[src/rtl/serial_add_sequencer.sv]
// Host-side sequencer for a registered bit-serial full-adder slice, LSB first.
// Optional reference self-check: define SERIAL_ADD_SEQUENCER_CHECK_EN.
module serial_add_sequencer #(
   parameter int WIDTH = 8
) (
   input  logic             clk,
   input  logic             rst,
   input  logic             in_valid,
   output logic             in_ready,
   input  logic [WIDTH-1:0] op_a,
   input  logic [WIDTH-1:0] op_b,
   input  logic             cin,
   input  logic             abort,
   output logic             slice_valid,
   output logic             a_bit,
   output logic             b_bit,
   output logic             c_bit,
   input  logic             s_in,
   input  logic             cout_in,
   output logic             res_valid,
   input  logic             res_ready,
   output logic [WIDTH-1:0] sum,
   output logic             cout,
   output logic             mismatch
);

   localparam int IW = (WIDTH > 1) ? $clog2(WIDTH) : 1;
   localparam logic [IW-1:0] LAST = IW'(WIDTH - 1);

   typedef enum logic [1:0] {
      IDLE,
      DRIVE,
      CAPT,
      DONE
   } state_t;

   state_t           state_q, state_d;
   logic [WIDTH-1:0] a_sh_q, a_sh_d;
   logic [WIDTH-1:0] b_sh_q, b_sh_d;
   logic             carry_q, carry_d;
   logic [IW-1:0]    idx_q, idx_d;
   logic [WIDTH-1:0] sum_q, sum_d;

`ifdef SERIAL_ADD_SEQUENCER_CHECK_EN
   logic [WIDTH:0]   ref_q, ref_d;
   logic             mis_q, mis_d;
`endif

   always_ff @(posedge clk or posedge rst) begin
      if (rst) begin
         state_q <= IDLE;
         a_sh_q  <= '0;
         b_sh_q  <= '0;
         carry_q <= 1'b0;
         idx_q   <= '0;
         sum_q   <= '0;
`ifdef SERIAL_ADD_SEQUENCER_CHECK_EN
         ref_q   <= '0;
         mis_q   <= 1'b0;
`endif
      end else begin
         state_q <= state_d;
         a_sh_q  <= a_sh_d;
         b_sh_q  <= b_sh_d;
         carry_q <= carry_d;
         idx_q   <= idx_d;
         sum_q   <= sum_d;
`ifdef SERIAL_ADD_SEQUENCER_CHECK_EN
         ref_q   <= ref_d;
         mis_q   <= mis_d;
`endif
      end
   end

   always_comb begin
      state_d = state_q;
      a_sh_d  = a_sh_q;
      b_sh_d  = b_sh_q;
      carry_d = carry_q;
      idx_d   = idx_q;
      sum_d   = sum_q;
`ifdef SERIAL_ADD_SEQUENCER_CHECK_EN
      ref_d   = ref_q;
      mis_d   = mis_q;
`endif
      unique case (state_q)
         IDLE: begin
            if (in_valid) begin
               a_sh_d  = op_a;
               b_sh_d  = op_b;
               carry_d = cin;
               idx_d   = '0;
               sum_d   = '0;
`ifdef SERIAL_ADD_SEQUENCER_CHECK_EN
               ref_d   = {1'b0, op_a} + {1'b0, op_b}
                       + {{WIDTH{1'b0}}, cin};
`endif
               state_d = DRIVE;
            end
         end
         DRIVE: begin
            state_d = abort ? IDLE : CAPT;
         end
         CAPT: begin
            if (abort) begin
               state_d = IDLE;
            end else begin
               sum_d[idx_q] = s_in;
               carry_d      = cout_in;
               a_sh_d       = a_sh_q >> 1;
               b_sh_d       = b_sh_q >> 1;
               if (idx_q == LAST) begin
                  state_d = DONE;
`ifdef SERIAL_ADD_SEQUENCER_CHECK_EN
                  mis_d   = ({cout_in, sum_d} != ref_q);
`endif
               end else begin
                  idx_d   = idx_q + 1'b1;
                  state_d = DRIVE;
               end
            end
         end
         DONE: begin
            if (abort || res_ready) begin
               state_d = IDLE;
`ifdef SERIAL_ADD_SEQUENCER_CHECK_EN
               mis_d   = 1'b0;
`endif
            end
         end
         default: state_d = IDLE;
      endcase
   end

   // Outputs decode only the state and registers; inputs never reach them.
   assign in_ready    = (state_q == IDLE);
   assign slice_valid = (state_q == DRIVE);
   assign a_bit       = slice_valid & a_sh_q[0];
   assign b_bit       = slice_valid & b_sh_q[0];
   assign c_bit       = slice_valid & carry_q;
   assign res_valid   = (state_q == DONE);
   assign sum         = res_valid ? sum_q : '0;
   assign cout        = res_valid & carry_q;

`ifdef SERIAL_ADD_SEQUENCER_CHECK_EN
   assign mismatch = mis_q;
`else
   assign mismatch = 1'b0;
`endif

endmodule

[config.mk]
export PLATFORM = sky130hd
export DESIGN_NAME = serial_add_sequencer
export DESIGN_NICKNAME = d
export VERILOG_FILES = /design/src/rtl/serial_add_sequencer.sv
export SDC_FILE = /design/constraint.sdc
export NUM_CORES = 1
export LEC_CHECK = 0
export CAP_MARGIN = 40
export CORE_UTILIZATION = 54
export CTS_CLUSTER_DIAMETER = 150
export CTS_CLUSTER_SIZE = 20
export DETAILED_ROUTE_END_ITERATION = 8
export PLACE_DENSITY = 0.95
export SETUP_SLACK_MARGIN = 0.5
export SKIP_CTS_REPAIR_TIMING = 1
export SLEW_MARGIN = 20
export SYNTH_ARGS = -nofsm -noshare
export SYNTH_HDL_FRONTEND = slang
export SYNTH_SLANG_ARGS = --single-unit
[constraint.sdc]
create_clock -name clk -period 4.05 [get_ports clk]
set_clock_uncertainty 0.05 [all_clocks]
set_input_delay 1.215 -clock clk [delete_from_list [all_inputs] [get_ports clk]]
set_output_delay 1.215 -clock clk [all_outputs]
set_load 0.05 [all_outputs]
-- Word-level counts from Yosys, hierarchy flattened
Index checks and enable logic that the tools add are counted.
- bits in read-only memories: 0
- memories: 0
- register bits: 30
- output and inout bits: 16
- latch bits: 0
- bits of input ports: 24
- bits in writable memories: 0
- logic and storage cells: 54
- eq/ne operators: 8
- multiplexer cells: 26
- bitwise operators: 4
- multipliers: 0
- magnitude comparators: 2
- shifts and indexed selects: 0
- add/subtract/negate cells: 1
- divide/modulo/power cells: 0
- reductions and logical operators: 7
- operator list (operator ; count):
    $mux 8 ; 7
    $pmux 8 s2 ; 3
    $mux 2 ; 5
    $mux 3 ; 3
    $bwmux 8 ; 1
    $pmux 2 s4 ; 1
    $ne 2x2->1 const B ; 3
    $pmux 3 s2 ; 1
    $and 1x1->1 ; 4
    $eq 2x2->1 const B ; 2
    $lt 3x4->1 const B ; 1
    $reduce_and 4->1 ; 1
    $add 3x1->3 const B ; 1
    $demux 1 s3 ; 1
    $eq 3x3->1 const B ; 1
    $ge 3x1->1 const B ; 1
    $mux 1 ; 3
    $reduce_and 3->1 ; 1
    $eq 2x1->1 const B ; 1
    $logic_not 2->1 ; 1
    $ne 2x1->1 const B ; 1
    $pmux 1 s2 ; 1
    $reduce_and 2->1 ; 1
    $reduce_bool 2->1 ; 1
    other kinds (2) ; 2

-- Logic depth before layout (Yosys ltp)
- depth in word-level cells: 7
- depth in mapped cells: 6
- gate-level depth less buffers: 5

-- Worst setup path before layout
OpenSTA, ideal clock, no wires.
- path type: register to output
- start: reg state_q[1]
- end: out a_bit
- slack: 982 ps
- buffers on the path: 1
- stages on the path, launching flop included: 4
- arrival time: 1803 ps
- path through: dfrtp_1 buf_6 nor2b_1 and2_1
- cells in the longest elaborated chain, start to end: 2
- ends and longest elaborated chain (what ; line ; text):
    from (decl) ; 37 ; state_t state_q, state_d;
    from (signal assigned) ; 62 ; state_q <= state_d;
    $eq 2x1->1 ; 137 ; assign slice_valid = (state_q == DRIVE);
    net slice_valid ; 14 ; output logic slice_valid,
    $and 1x1->1 ; 138 ; assign a_bit = slice_valid & a_sh_q[0];
    to (decl) ; 15 ; output logic a_bit,
The timed path passes the listed nets, and every way through them passes these cells.

-- Final worst setup path
- start: reg state_q[1]
- end: out slice_valid
- cells in the longest elaborated chain, start to end: 1
- ends and longest elaborated chain (what ; line):
    $eq 2x1->1 ; 137
    to (decl) ; 14
Every way passes these cells.

==> impl_results.rst <==
.. list-table::
   :header-rows: 1

   * - Metric
     - Value
   * - Outcome
     - complete, no violations
   * - Synthesis-stage register bit count
     - 30
   * - CP Data Arrival Time
     - 2.16 ns
   * - Std cell rows
     - 20
   * - Worst slack at placement
     - approximately 0.81 ns
   * - Num ports
     - 40
   * - Maximum buffer depth of the clock tree
     - 2
   * - Drt first pass iters
     - 4
   * - Met1 Usage GRT
     - between 20% and 30%
   * - Final period utilization
     - 84.6%
   * - Required time of the critical path
     - 2.78 ns
   * - Post-route minimum period
     - 3.43 ns
   * - Sum Neg Setup Slack
     - 0 ns
   * - Die Span Y
     - 59.1 um
   * - DIE AREA
     - 3490 um2
   * - Global-route wire length before repair
     - 6080 um
   * - Critical setup path kind
     - reg2out
   * - TritonCTS clock tree
     - built
   * - Number of setup violations in the final report
     - 0
   * - Peak clock frequency supported by timing
     - 292 MHz
   * - Initial core utilization
     - approximately 57%
   * - Commonest non-fill, non-tap cell in the layout
     - clkdlybuf4s50_1
   * - Synth area leader
     - dfrtp_1
   * - N_diodes
     - 0
   * - Power per cell area
     - 439 nW/um2
   * - # H-tree levels
     - 2
   * - Maximum Capacitance Violations
     - 0
   * - Most used routing layer
     - met2
   * - Buffer cell driving the clock tree root
     - clkbuf_4
   * - Final standard cell count with taps included and fillers excluded
     - 219
   * - Worst path setup slack after routing
     - between 0.6 and 0.7 ns
   * - Post-Place Cells
     - 213
   * - Type of the most critical hold path
     - reg2reg
   * - Most frequent cells in the layout
     - clkdlybuf4s50_1 (35), dfrtp_1 (29), mux2_4 (19)
   * - Maximum number of pins on one net before global-route repair
     - 31
   * - Leading post-synthesis cells by cell area
     - dfrtp_1 (43%), mux2_4 (16%), mux2_2 (7.7%)
   * - Mean routed wirelength per cell
     - 17.8 um
   * - Sequential fraction of the synthesis area
     - between 40 and 50%
   * - Number of DRC violations after detailed-routing iteration 0
     - 21
   * - Sw power
     - 0.319 mW
   * - Final weighted congestion in routability-driven placement
     - 0.851
   * - Clock network power share
     - between 10% and 20%
   * - DR vias
     - 1282
   * - Source-to-sink clock delay at the later pin of the worst-skew pair
     - approximately 0.34 ns
   * - Total count of hold-check failures in the final report
     - 0
   * - Met2 Track Usage GR
     - between 40% and 50%
   * - Hold WS
     - between 0.4 and 0.5 ns
   * - Number of global-route vias before repair
     - 1311
   * - Startpoint types
     - flop
   * - Share of total power consumed by net switching
     - 33.5%
   * - Type of element capturing the critical path
     - output port
   * - Area growth from synthesis to layout
     - 23.3%
   * - Number of slew-limit violations in the final report
     - 0
   * - IO Port Bufs
     - 38
   * - Unrepaired setup endpoints after global routing
     - no
   * - Comb pwr share
     - 33.8%
   * - Total internal power
     - 0.634 mW
   * - Yosys top cell area share
     - 42.7%
   * - Initial antenna violation count
     - 0
   * - Sequential Power Share
     - 47.2%
   * - Number of warnings printed during yosys synthesis
     - 0
   * - CTS Sinks
     - 30
   * - Layout cells sized above 1
     - between 20% and 30%
   * - Post-layout total power
     - 0.953 mW
   * - Clock slew seen by the registers of the worst setup and hold paths
     - 0.10 ns
   * - Cells after Synth
     - 142
   * - Vias per std cell
     - 5.85
   * - Number of nets still failing antenna checks after routing
     - 0
   * - Overall routed net length
     - roughly 4000 um
   * - Actual transition at the worst max-transition pin
     - 0.610 ns
   * - Number of nets produced by synthesis
     - 168
   * - Remaining global-route overflow
     - 0
   * - Maximum ir drop on the vdd rail
     - 0.000358 V
   * - Overall Global Routing Usage
     - 24.0%
   * - Global Route met3 Usage
     - 3.93%
   * - Cell Area, Synth
     - around 1800 um2
   * - CTS Buf Count
     - 5
   * - Largest fanout on the critical path
     - 20
   * - Post-detailed-route DRC marker count
     - 0
   * - Count of unique library cells instantiated by Yosys
     - 34
   * - Critical-path cell list
     - nor2b_1 > clkdlybuf4s50_1
   * - Average cell area after synthesis
     - around 12 um2
   * - Estimated wirelength of the detail-placed design
     - 2730 um
   * - Reported leakage power
     - approximately 1.1 nW
   * - Final net count
     - 202
   * - Library cell contributing the largest single delay on the critical path
     - clkdlybuf4s50_1
   * - Core area
     - 3080 um2
   * - Max-Slew Margin vs Limit
     - 59.4%
   * - Delay of the slowest cell on the worst path
     - 0.86 ns
   * - Chip width
     - 59.1 um
## stage by stage
step,instance area [um2],utilization (%)
after floorplan,1760,-
after global placement,2110,68.5
after detailed placement,2110,68.5
after CTS,2160,70.2
after global routing,2170,70.5
final,2170,70.5
## cells by family (layout without fill, tap and decap cells)
family	count (synthesis)	after routing	synth area share, %
DFF	30	30	42.7
and+or+nand+nor	41	41	14.3
adders and majority gates	2	2	1.42
other	1	1	0.213
AOI/OAI and AO/OA	20	20	10.7
muxes	31	31	23.9
buffers and inverters	17	50	6.76
## worst max-delay path, delay by kind of cell (launching register included)
family	cells	cell delay, ns
buffers and inverters	1	0.86
flip-flops	1	0.62
AND/OR/NAND/NOR	1	0.34
## state kept, by name, summed over array words and instances, names as in the netlist
| signal | flops |
|---|---|
| a_sh_q | 8 |
| b_sh_q | 8 |
| carry_q | 1 |
| idx_q | 3 |
| state_q | 2 |
| sum_q | 8 |
## cells in the mapped netlist
cell type and n:
inv_1 3, buf_1 1, nor4_1 3, and3_1 13, nand3b_1 2, clkbuf_1 4, a211o_1 9, o211a_1 1
nor2b_1 1, nor2_2 1, nor3_1 1, buf_8 1, buf_4 1, mux2_4 19, nand2_1 2, and2_1 4
buf_6 5, a22oi_1 1, a22o_1 4, ha_1 2, nand3_1 1, dfrtp_1 30, buf_2 2, nor3b_1 1
nand4bb_1 1, nor2b_2 1, mux2_2 12, or3b_2 1, o311a_1 3, nor4b_2 1, a211oi_4 1, conb_1 1
a21o_1 1, nor2_1 8
## path summary, 6_finish.rpt
check | start | end | slack [ns] | cells after the start
setup reg to reg | state_q[1]$_DFFE_PP0P_ | a_sh_q[6]$_DFFE_PP0P_ | 1.75 | 4
setup / recovery | state_q[1]$_DFFE_PP0P_ | slice_valid | 0.62 | 2
hold reg to reg | a_sh_q[5]$_DFFE_PP0P_ | a_sh_q[5]$_DFFE_PP0P_ | 0.46 | 1
min in group asynchronous | rst | a_sh_q[1]$_DFFE_PP0P_ | 1.19 | 3
hold / removal | a_sh_q[5]$_DFFE_PP0P_ | a_sh_q[5]$_DFFE_PP0P_ | 0.46 | 1
max in group asynchronous | rst | state_q[0]$_DFFE_PP0P_ | 2.44 | 3
## per-layer routing
layer	vias up	part of all wire, %	routed length (um)
met4	0	2.1	81
li1	583	-	-
met1	647	40	1550
met2	44	54	2110
met5	-	0	0
met3	8	4.1	160
## power groups by stage
stage	Sequential, mW	Clock, mW	Combinational, mW
after global placement	0.443	0	0.309
after global routing	0.459	0.191	0.341
final	0.450	0.181	0.322
after detailed placement	0.453	0	0.323
after floorplan	0.410	0	0.284
after CTS	0.448	0.179	0.324
## area by class of cell
cell class | instances | area (um2)
clock buffer | 6 | 51.3
fill | 226 | 908
inverter | 3 | 11.3
multi-input combinational | 95 | 890
sequential | 30 | 752
tap | 44 | 55.1
timing repair buffer | 41 | 410
No activity file was read; power rests on OpenSTA's default activity.
